$ cat src/rtl/pe_feeder.sv
// Sequences one PE job: arm, load k_len taps, stream n_len MAC beats with tap replay, drain, done.
// All PE-side outputs registered (beat at edge t shows on pe_* in t+1); ready depends on state only, stalls become HOLD cycles.
module pe_feeder #(
  parameter int DW    = 8,
  parameter int KMAX  = 4,
  parameter int DRAIN = 4
) (
  input  logic                   clk,
  input  logic                   rst,
  input  logic                   start,
  input  logic [$clog2(KMAX):0]  k_len,
  input  logic [7:0]             n_len,
  input  logic                   flt_valid,
  input  logic [DW-1:0]          flt_data,
  output logic                   flt_ready,
  input  logic                   in_valid,
  input  logic [DW-1:0]          in_data,
  output logic                   in_ready,
  output logic [DW-1:0]          pe_in,
  output logic [DW-1:0]          pe_filter,
  output logic [1:0]             pe_mode,
  output logic                   pe_activate,
  output logic                   busy,
  output logic                   done,
  output logic                   err
);

  localparam int AW  = (KMAX > 1) ? $clog2(KMAX) : 1;
  localparam int KW  = $clog2(KMAX) + 1;
  localparam int DCW = (DRAIN > 1) ? $clog2(DRAIN) : 1;

  localparam logic [1:0] MODE_HOLD   = 2'd3;
  localparam logic [1:0] MODE_FILTER = 2'd2;
  localparam logic [1:0] MODE_MAC    = 2'd1;

  typedef enum logic [2:0] {
    S_IDLE,
    S_ARM,
    S_LOAD,
    S_MAC,
    S_DRAIN,
    S_DONE
  } state_t;

  state_t          state, state_nxt;
  logic [KW-1:0]   k_lat, kidx, tap;
  logic [7:0]      n_lat, ncnt;
  logic [DCW-1:0]  dcnt;
  logic [DW-1:0]   fbuf [KMAX];

  logic start_ok, flt_acc, in_acc;

  assign flt_ready = (state == S_LOAD);
  assign in_ready  = (state == S_MAC);
  assign flt_acc   = flt_valid & flt_ready;
  assign in_acc    = in_valid & in_ready;
  assign start_ok  = (k_len != '0) && (k_len <= KW'(KMAX)) && (n_len != 8'd0);

  always_comb begin
    state_nxt = state;
    case (state)
      S_IDLE:  if (start && start_ok) state_nxt = S_ARM;
      S_ARM:   state_nxt = S_LOAD;
      S_LOAD:  if (flt_acc && (kidx == k_lat - KW'(1))) state_nxt = S_MAC;
      S_MAC:   if (in_acc && (ncnt == n_lat - 8'd1)) state_nxt = S_DRAIN;
      S_DRAIN: if (dcnt == DCW'(DRAIN - 1)) state_nxt = S_DONE;
      S_DONE:  state_nxt = S_IDLE;
      default: state_nxt = S_IDLE;
    endcase
  end

  always_ff @(posedge clk or negedge rst) begin
    if (!rst) begin
      state       <= S_IDLE;
      k_lat       <= '0;
      n_lat       <= '0;
      kidx        <= '0;
      tap         <= '0;
      ncnt        <= '0;
      dcnt        <= '0;
      pe_in       <= '0;
      pe_filter   <= '0;
      pe_mode     <= MODE_HOLD;
      pe_activate <= 1'b0;
      busy        <= 1'b0;
      done        <= 1'b0;
      err         <= 1'b0;
    end else begin
      state   <= state_nxt;
      busy    <= (state_nxt != S_IDLE);
      done    <= (state == S_DONE);
      err     <= (state == S_IDLE) && start && !start_ok;
      pe_mode <= MODE_HOLD;
      case (state)
        S_IDLE: begin
          kidx <= '0;
          tap  <= '0;
          ncnt <= '0;
          dcnt <= '0;
          if (start && start_ok) begin
            k_lat <= k_len;
            n_lat <= n_len;
          end
        end
        S_ARM: pe_activate <= 1'b1;
        S_LOAD: begin
          if (flt_acc) begin
            pe_filter <= flt_data;
            pe_mode   <= MODE_FILTER;
            kidx      <= kidx + KW'(1);
          end
        end
        S_MAC: begin
          if (in_acc) begin
            pe_in     <= in_data;
            pe_filter <= fbuf[tap[AW-1:0]];
            pe_mode   <= MODE_MAC;
            ncnt      <= ncnt + 8'd1;
            // Replay wraps on the job's tap count, not the buffer depth.
            tap       <= (tap == k_lat - KW'(1)) ? '0 : tap + KW'(1);
          end
        end
        S_DRAIN: dcnt <= dcnt + DCW'(1);
        S_DONE:  pe_activate <= 1'b0;
        default: ;
      endcase
    end
  end

  // Tap storage carries no reset; every slot used is written in LOAD first.
  always_ff @(posedge clk) begin
    if (flt_acc) fbuf[kidx[AW-1:0]] <= flt_data;
  end

endmodule

$ cat config.mk
export PLATFORM = sky130hd
export DESIGN_NAME = pe_feeder
export DESIGN_NICKNAME = d
export VERILOG_FILES = /design/src/rtl/pe_feeder.sv
export SDC_FILE = /design/constraint.sdc
export NUM_CORES = 1
export LEC_CHECK = 0
export ABC_AREA = 0
export BUFFER_PORTS_ARGS = -buffer_cell sky130_fd_sc_hd__buf_2
export CAP_MARGIN = 20
export CORE_MARGIN = 2
export CORE_UTILIZATION = 50
export DETAILED_ROUTE_END_ITERATION = 8
export GPL_ROUTABILITY_DRIVEN = 0
export PLACE_DENSITY = 0.76
export SETUP_SLACK_MARGIN = 0.3
export SLEW_MARGIN = 20
export SYNTH_ARGS = -nofsm -noshare
export SYNTH_HDL_FRONTEND = slang
export SYNTH_SLANG_ARGS = --single-unit
$ cat constraint.sdc
create_clock -name clk -period 2.3 [get_ports clk]
set_input_delay 0.23 -clock clk [delete_from_list [all_inputs] [get_ports clk]]
set_output_delay 0.23 -clock clk [all_outputs]
set_load 0.02 [all_outputs]
==> results of run 1 <==
## final cells by class
class | count | area share
inverters | 12 | 0.00961
flip-flops and latches | 84 | 0.485
multi-input cells | 199 | 0.334
repair buffers | 79 | 0.101
well taps | 99 | 0.0264
clock buffers | 9 | 0.0264
clock inverters | 7 | 0.0176
## registers in the layout, summed over array words and instances (netlist names), 2 cells and up
signal / count
dcnt: 2
fbuf: 32
k_lat: 3
kidx: 3
n_lat: 8
ncnt: 8
pe_filter: 8
pe_in: 8
pe_mode: 2
state: 3
tap: 3
## metrics by stage
step	hold WS, ps	cells	util	worst slack [ps]	power, mW
after detailed placement	391	457	0.576	98.1	4.53
after global placement	385	457	0.576	259	4.44
final	55.7	489	0.639	320	5.92
after CTS	40.6	476	0.614	273	5.70
after floorplan	-65.6	308	-	278	3.91
after global routing	63.4	489	0.639	232	6.31
## critical path, stage by stage, from the launching register on
cell and delay [ps]:
dfrtp_1 420, inv_2 90, ha_4 140, or3b_4 420, nor3_4 180, xnor2_2 110
a2111oi_4 280, buf_4 190, o21ai_1 50
## logic make-up after synthesis
kind of cell	synth area share
XOR/XNOR	0.0550
flip-flops	0.593
AO/OA/AOI/OAI	0.0685
adder cells (fa/ha/maj)	0.0295
multiplexers	0.0937
buffers and inverters	0.0295
AND/OR/NAND/NOR	0.131
## placed cells by master, fill, tap and decap left out, types with 5 or more instances in the layout
cell type and n:
buf_2 55, inv_1 9, xnor2_1 11, o21ai_0 24, clkbuf_8 9, mux2_4 5, mux2i_1 8, nor2_1 13
dfrtp_1 45, buf_4 21, ha_1 8, edfxtp_1 32, xor2_1 12, dfrtp_2 5, nand3_1 9, nand2_1 46
mux4_2 8, and2_1 6
## worst max-delay path by stage
| stage | startpoint | end | slack (ps) | cells past startpoint |
|---|---|---|---|---|
| floorplan | state[0] | n_lat[5] | 280 | 5 |
| global placement | n_lat[0] | state[0] | 260 | 5 |
| detailed placement | n_lat[0] | state[0] | 100 | 5 |
| CTS | n_lat[0] | state[0] | 270 | 6 |
| global route | n_lat[1] | state[0] | 230 | 6 |
| finish | n_lat[0] | state[0] | 320 | 8 |
## routing by layer
metal  share of wire  wire length (µm)
met3           0.045               364
met5               0                 0
met1            0.42              3450
met4           0.014               118
met2            0.52              4230
## synthesized netlist by cell type, types with 2 or more instances
library cell	n
dfrtp_1	50
nand2_1	47
edfxtp_1	32
o21ai_0	25
nor2_1	15
xnor2_1	12
xor2_1	12
inv_1	11
ha_1	9
nand3_1	9
mux2i_1	8
mux4_2	8
clkbuf_1	7
and2_1	6
mux2_2	6
nor3_1	6
and3_1	3
buf_2	3
nand2b_1	3
nand4_1	3
nor4_1	3
a2111oi_2	2
buf_6	2
dfstp_2	2
mux2_4	2
nand3b_1	2
o31ai_1	2
or3b_2	2
## repair_timing
action	4_1_cts	5_1_grt
endpoints found under the hold margin	8	0
pin swaps	2	5
buffers inserted	2	13
endpoints found under the setup margin	18	13
gates resized for setup	12	19
hold buffers	1	0
## power by group through the flow
stage	clock network, mW	registers [mW]	logic [mW]
finish	1.09	2.43	2.40
global route	1.18	2.50	2.63
CTS	1.12	2.43	2.16
detailed placement	0	2.45	2.08
global placement	0	2.43	2.02
floorplan	0	2.49	1.42
==> flow_metrics.tcl, run 1 <==
set metrics [dict create \
    syn_area_um2 3820 \
    layout.filler_cells 566 \
    ys_ff_latch 84 \
    rsz_0062_raised_after_global_routing "yes" \
    worstPathRequired_ps 2540 \
    groute.usage.overall 0.200 \
    inserted_clock_buffers 9 \
    synth.distinct_cells 44 \
    timing.rr.end "state[0]" \
    drt_iter0_drc 170 \
    netlist_top_cells_area "dfrtp_1, edfxtp_1, mux4_2" \
    power_frac_seq 0.410 \
    final-seq-area_um2 2270 \
    multi_input_area_um2 1570 \
    final_max_slew_viol_count 0 \
    cts.reportedPaths.clkPinSlew_ps 90 \
    swShare 0.388 \
    die_height_um 91.4 \
    cap_violations 0 \
    fp.dieArea_um2 8350 \
    post_detailed_route_via_to_cell_ratio 5.28 \
    post-route-period-util 0.861 \
    die_w_um 91.4 \
    worst-path-max-fanout 3 \
    cts_htree_levels 3 \
    synth_top_cell_by_area "dfrtp_1" \
    critical_path.endpoint_type "flip-flop" \
    rr_worst_depth 8 \
    synth-warning-count 0 \
    dr_drc_count 0 \
    min_to "pe_in[4]" \
    cts_tree "built" \
    synthFlopType "dfrtp_1" \
    hp-start "in_data[4]" \
    postSynthAreaPerCell_um2 12.4 \
    antenna_violating_nets_post_route 0 \
    initial_utilization 0.521 \
    slew_headroom 0.543 \
    clock_sink_count 84 \
    synth_sequential_area_ratio 0.593 \
    critPathArrivalTime_ps 2220 \
    result_of_the_run "finished, final reports clean" \
    final_area_um2 4690 \
    maximum_number_of_pins_on_one_net_before_global_route_repair 53 \
    globalRouteMet2Util 0.327 \
    final_net_count 426 \
    detailed_placement_hpwl_mm 5.26 \
    drt-total-wl_mm 8.16 \
    groute.layer.met3.usage 0.0349 \
    cts_buffer_depth 2 \
    area_delta_synth_final_pct 22.7 \
    power_density_nw_per_um2 1260 \
    setup.worst_path.class "reg2reg" \
    pwr-share-comb 0.406 \
    globalRouteMet1Util 0.268 \
    clkPwrFrac 0.184 \
    grt_antenna_before_repair 0 \
    gr-max-usage-layer "met2" \
    cellInternalPower_mw 3.62 \
    p_leak_nw 2.02 \
    syn_nets 349 \
    worstMarginPinSlew_ps 679 \
    core_area_um2 7330 \
    post_synth_edffs 32 \
    peakVddDrop_uv 514 \
    worst_hold_path_type "in2reg" \
    grt_first_pass_wirelength_mm 12.8 \
    start_kind "flip-flop" \
    placed_cell_area_um2 4220 \
    first_global_vias 2545 \
    vias 2584 \
    async_reset_ff_frac 0.619 \
    timing.hold.worst_path_depth 3 \
    top_level_ports 56 \
    netlist_instances 308 \
    drive_above_1_share 0.359 \
    timing.final.hold_violations 0 \
    total_of_buffers_placed_on_input_and_output_ports 55 \
    global_route.overflow_total 0 \
    drt_pass1_iterations 4 \
    final.setup.tns_ps 0 \
    std_cell_rows 31 \
    root_buffer_cell "clkbuf_8" \
    worstReg2RegStart "n_lat[0]" \
    setup_viol_count_final 0 \
    setup.reg_to_reg.worst_slack_ps 320 \
    yosysTopAreaCellShare 0.328 \
    finalWorstPathRequiredPeriod_ps 1980 \
    maxClockFrequency_ghz 0.505 \
    routedWlPerCell_um 16.7 \
    p_switching_mw 2.29 \
    antenna-diode-count 0 \
    timing.clock.skew_ps 11.2 \
    clock_insertion_delay_worst_skew_ps 360 \
]
No activity file was read; power rests on OpenSTA's default activity.
==> run 2: changes to the inputs <==
- clock period: 2.3 -> 2.4 ns (I/O delays scaled with it)
==> run 2 against run 1 <==
Against the previous run:
- largest cell class unchanged
- highest routed layer unchanged
- register-to-register slack about the same
- combinational power decreased by 12%
- critical endpoint unchanged
- the flow now finishes with violations (negative hold slack)
- via count decreased by 2.3%
- worst hold slack got worse by 62 ps
- sequential power decreased by 3%
==> flow_metrics.tcl, run 2 (synthesis gave the netlist of run 1 again) <==
set metrics [dict create \
    p_leak_nw 1.94 \
    cts_htree_levels 3 \
    area_delta_synth_final_pct 18.6 \
    vias 2525 \
    cts.reportedPaths.clkPinSlew_ps 90 \
    timing.clock.skew_ps 10.6 \
    maxClockFrequency_ghz 0.482 \
    maximum_number_of_pins_on_one_net_before_global_route_repair 53 \
    layout_commonest_cell "buf_2" \
    grt_first_pass_wirelength_mm 12.7 \
    routedWlPerCell_um 16.3 \
    crit_buf_inv 0 \
    die_height_um 91.4 \
    worst_hold_path_type "in2async" \
    setup_viol_count_final 0 \
    clkPwrFrac 0.199 \
    layout.filler_cells 565 \
    setup.worst_path.class "reg2reg" \
    global_route.overflow_total 0 \
    total_of_buffers_placed_on_input_and_output_ports 55 \
    power_frac_seq 0.424 \
    detailed_placement_hpwl_mm 5.34 \
    fp.dieArea_um2 8350 \
    cts_buffer_depth 2 \
    worst-path-max-fanout 7 \
    initial_utilization 0.521 \
    final_area_um2 4530 \
    violations_in_the_final_reports "negative hold slack" \
    finalWorstPathRequiredPeriod_ps 2070 \
    pwr-share-comb 0.377 \
    first_global_vias 2516 \
    result_of_the_run "finished, violations left" \
    final_max_slew_viol_count 0 \
    drt-total-wl_mm 7.75 \
    start_kind "flip-flop" \
    grt_antenna_before_repair 0 \
    final.setup.tns_ps 0 \
    timing.critical_path.slowest_cell_delay_ps 530 \
    drt_pass1_iterations 4 \
    cellInternalPower_mw 3.46 \
    critPathArrivalTime_ps 2290 \
    inserted_clock_buffers 9 \
    worstPathRequired_ps 2620 \
    clock_sink_count 84 \
    root_buffer_cell "clkbuf_8" \
    placed_cell_area_um2 4200 \
    hold_slack_ps -6.20 \
    instances_no_fill 474 \
    rsz_0062_raised_after_global_routing "yes" \
    cp_top_family "simple AND/OR/NAND/NOR gates" \
    drt_iter0_drc 149 \
    post_cts_hold_buffer_count 0 \
    cts_tree "built" \
    mostFrequentLayoutCells "buf_2, nand2_1, dfrtp_1, edfxtp_1, o21ai_0" \
    slew_headroom 0.558 \
    crit_path_cell_trace "or3b_2, nor4_4, nor3_2, a2111oi_4, o21ai_1" \
    final_util 0.618 \
    worstMarginPinSlew_ps 663 \
    antenna-diode-count 0 \
    worstSetupPathDepth 5 \
    largest_register_ffs 32 \
    power_density_nw_per_um2 1230 \
    drive_above_1_share 0.317 \
    clock_insertion_delay_worst_skew_ps 350 \
    placed_cells 455 \
    p_switching_mw 2.11 \
    antenna_violating_nets_post_route 0 \
    worst_path_max_delay_cell "or3b_2" \
    post-route-period-util 0.864 \
    post_detailed_route_via_to_cell_ratio 5.33 \
    cap_violations 0 \
    std_cell_rows 31 \
    rr_worst_depth 5 \
    swShare 0.380 \
    critical_path.endpoint_type "flip-flop" \
    dr_drc_count 0 \
    die_w_um 91.4 \
    peakVddDrop_uv 616 \
    groute.usage.overall 0.197 \
    top_level_ports 56 \
    timing.final.hold_violations 2 \
    final_net_count 411 \
    core_area_um2 7330 \
]
-- run 2: path summary, 6_finish.rpt --
kind / endpoint / from / slack (ps)
max reg2reg: state[0] / n_lat[5] / 330
max in group asynchronous: state[0] / rst / 1910
min in group clk: pe_in[1] / in_data[1] / 80
min: pe_filter[7] / rst / -6
max: state[0] / n_lat[5] / 330
min reg2reg: pe_in[6] / pe_in[6] / 480
-- run 2: through the flow --
stage	setup WS [ps]	power [mW]
finish	326	5.57
global route	240	5.95
CTS	304	5.48
detailed placement	262	4.34
global placement	348	4.23
floorplan	378	3.75
-- run 2: power by group through the flow --
stage                     Sequential [mW]  Clock (mW)  Combinational (mW)
after floorplan                      2.38           0                1.36
after global placement               2.33           0                1.90
after detailed placement             2.37           0                1.97
after CTS                            2.34        1.13                2.01
after global routing                 2.44        1.18                2.33
final                                2.36        1.11                2.10
-- run 2: layout make-up --
class | instances | area [µm²] | share of cell area
clock buffer | 9 | 124 | 0.0273
clock inverter | 7 | 97.6 | 0.0215
inverter | 12 | 45.0 | 0.00994
multi-input combinational | 199 | 1520 | 0.336
sequential | 84 | 2270 | 0.501
tap | 99 | 124 | 0.0273
timing repair buffer | 64 | 347 | 0.0765
-- run 2: timing repair --
action | 4_1_cts | 5_1_grt
gates resized for setup | 2 | 18
setup buffers | 0 | 3
pin swaps | 1 | 4
hold endpoints to repair | 0 | 0
endpoints found under the setup margin | 1 | 21
-- run 2: worst reg2reg max path, stage by stage (launching register included) --
cell and delay [ps]:
dfrtp_2 470, or3b_2 530, nor4_4 300, nor3_2 100
a2111oi_4 450, o21ai_1 110
-- run 2: metal layers --
layer / vias up / part of all wire / wire length [µm] / GRT usage
li1: 1209 / - / - / -
met1: 1226 / 0.44 / 3400 / 0.273
met2: 76 / 0.49 / 3810 / 0.313
met3: 14 / 0.049 / 381 / 0.0241
met4: 0 / 0.021 / 160 / 0.0859
met5: - / 0 / 0 / 0
==> run 3: changes to the inputs <==
--- a/config.mk
+++ b/config.mk
@@ -7,3 +7,3 @@
 export LEC_CHECK = 0
-export ABC_AREA = 0
+export ABC_AREA = 1
 export BUFFER_PORTS_ARGS = -buffer_cell sky130_fd_sc_hd__buf_2
@@ -14,3 +14,3 @@
 export GPL_ROUTABILITY_DRIVEN = 0
-export PLACE_DENSITY = 0.76
+export PLACE_DENSITY = 0.68
 export SETUP_SLACK_MARGIN = 0.3
==> constraint.sdc (replaced) <==
create_clock -name clk -period 2.4 [get_ports clk]
set_input_delay 0.48 -clock clk [delete_from_list [all_inputs] [get_ports clk]]
set_output_delay 0.48 -clock clk [all_outputs]
set_load 0.02 [all_outputs]
==> run 3 against run 2 <==
Against the previous run:
- the flow now finishes without violations
- global-route usage is 1.5 points higher
- largest power group unchanged
- fmax is 4.8% higher
- sequential power is 11% lower
- critical path depth is 2 lower
- die area is 1.7% higher
- synthesized cell count is 36% higher
- worst hold slack better by 150 ps
- utilization is 3.5 points lower
- synthesized area is 1.7% higher
- routed wire length is 4.6% higher
- sequential share of layout area is 0.68 points higher
- cell area is 1.6% lower
==> flow_metrics.tcl, run 3 <==
set metrics [dict create \
    groute.usage.overall 0.212 \
    layout_commonest_cell "nand2_1" \
    first_global_vias 3010 \
    final_util 0.583 \
    layout.filler_cells 717 \
    clock_sink_count 84 \
    power_density_nw_per_um2 1090 \
    cts_buffer_depth 2 \
    cts_resized 0 \
    start_kind "flip-flop" \
    worstPathRequired_ps 1920 \
    grt_antenna_before_repair 0 \
    total_of_buffers_placed_on_input_and_output_ports 55 \
    result_of_the_run "finished, final reports clean" \
    post_synth_edffs 32 \
    synth_sequential_area_ratio 0.583 \
    async_reset_ff_frac 0.619 \
    synth_top_cell_by_area "dfrtp_1" \
    drt_pass1_iterations 4 \
    die_w_um 92.2 \
    antenna-diode-count 0 \
    fp.dieArea_um2 8490 \
    critPathArrivalTime_ps 1500 \
    worstMarginPinSlew_ps 676 \
    setup.worst_path.class "reg2out" \
    multi_input_area_um2 1390 \
    syn_area_um2 3890 \
    cts.reportedPaths.clkPinSlew_ps 80 \
    placed_cells 569 \
    yosysTopAreaCellShare 0.322 \
    post_detailed_route_via_to_cell_ratio 5.09 \
    clock_insertion_delay_worst_skew_ps 350 \
    slew_headroom 0.548 \
    post_cts_hold_buffer_count 0 \
    drive_above_1_share 0.182 \
    mostFrequentLayoutCells "nand2_1, buf_2, nor2_1, dfrtp_1, inv_1" \
    postSynthAreaPerCell_um2 9.30 \
    dr_drc_count 0 \
    antenna_violating_nets_post_route 0 \
    worstReg2RegStart "state[2]" \
    cts_tree "built" \
    drt-total-wl_mm 8.10 \
    area_delta_synth_final_pct 14.7 \
    instances_no_fill 585 \
    top_level_ports 56 \
    p_leak_nw 2.10 \
    maximum_number_of_pins_on_one_net_before_global_route_repair 29 \
    finalWorstPathRequiredPeriod_ps 1980 \
    rr_worst_depth 6 \
    synth.most_common_cell "nand2_1" \
    post-route-period-util 0.824 \
    synthFlopType "dfrtp_1" \
    setup.reg_to_reg.worst_slack_ps 540 \
    cts_setup_buffers 0 \
    timing.final.hold_violations 0 \
    final_max_slew_viol_count 0 \
    rsz_0062_raised_after_global_routing "no" \
    grt_first_pass_wirelength_mm 14.0 \
    final-seq-area_um2 2260 \
    ys_ff_latch 84 \
    netlist_top_cells_area "dfrtp_1, edfxtp_1, nand2_1" \
    initial_utilization 0.508 \
    critical_path.endpoint_type "output pin" \
    setup_viol_count_final 0 \
    worst_hold_path_type "in2async" \
    cts_htree_levels 3 \
    largest_register_ffs 32 \
    detailed_placement_hpwl_mm 5.89 \
    timing.rr.end "n_lat[0]" \
    final.setup.tns_ps 0 \
    routedWlPerCell_um 13.9 \
    std_cell_rows 32 \
    synth-warning-count 0 \
    ys_top_cells_by_count "nand2_1, nor2_1, dfrtp_1" \
    synth.distinct_cells 33 \
    syn_nets 459 \
    netlist_instances 418 \
    timing.clock.skew_ps 11.3 \
    cap_violations 0 \
    inserted_clock_buffers 9 \
    maxClockFrequency_ghz 0.505 \
    global_route.overflow_total 0 \
    final_net_count 519 \
    root_buffer_cell "clkbuf_8" \
    worst-path-max-fanout 12 \
    drt_iter0_drc 89 \
    peakVddDrop_uv 582 \
    die_height_um 92.2 \
    vias 2978 \
    core_area_um2 7650 \
]
## run 3: cell types whose count changed after synthesis, sizes merged, moves of 9 or more
cell   change
inv       +35
nand2     +66
nor2      +37
o21ai      +9
xnor2     -10
## run 3: final cells by class
type	count	area share
Multi-Input combinational cell	277	0.312
Sequential cell	84	0.508
Timing Repair Buffer	59	0.0713
Clock buffer	10	0.0286
Tap cell	102	0.0286
Inverter	47	0.0404
Clock inverter	6	0.0109
## run 3: how the worst max path moves through the flow
stage               startpoint    endpoint  slack, ps  cells past startpoint
global placement      state[0]    n_lat[0]        560                      6
floorplan             state[2]  fbuf[3][0]        770                      5
detailed placement    state[2]    n_lat[0]        510                      6
CTS                   state[2]    in_ready        410                      3
finish                state[2]    in_ready        420                      3
global route          state[1]  fbuf[2][1]        330                      6
## run 3: cell families after synthesis
family	synth area share
AOI/OAI and AO/OA	0.0902
adders and majority gates	0.0290
buffers and inverters	0.0592
and+or+nand+nor	0.210
DFF	0.583
xor gates and xnor gates	0.0293
## run 3: routing by layer
| layer | global-route usage | wire, µm |
|---|---|---|
| met5 | 0 | 0 |
| met1 | 0.268 | 3600 |
| met2 | 0.372 | 4130 |
| met3 | 0.0353 | 305 |
| met4 | 0.0659 | 69 |
## run 3: critical path, stage by stage, from the launching register on
cell	delay (ps)
dfrtp_1	430
nor3_4	270
buf_4	260
buf_2	190
## run 3: report_power, final
group          internal [mW]  switching (mW)
Clock                  0.388           0.524
Sequential              1.86           0.227
Combinational          0.627            1.23
## run 3: metrics by stage
step | worst slack (ps) | hold WS (ps) | cell area, µm² | power, mW
final | 421 | 140 | 4460 | 4.86
after CTS | 414 | 159 | 4450 | 4.90
after global routing | 331 | 193 | 4460 | 5.24
after floorplan | 772 | 184 | 3890 | 3.42
after detailed placement | 513 | 460 | 4280 | 3.98
after global placement | 563 | 458 | 4280 | 3.92
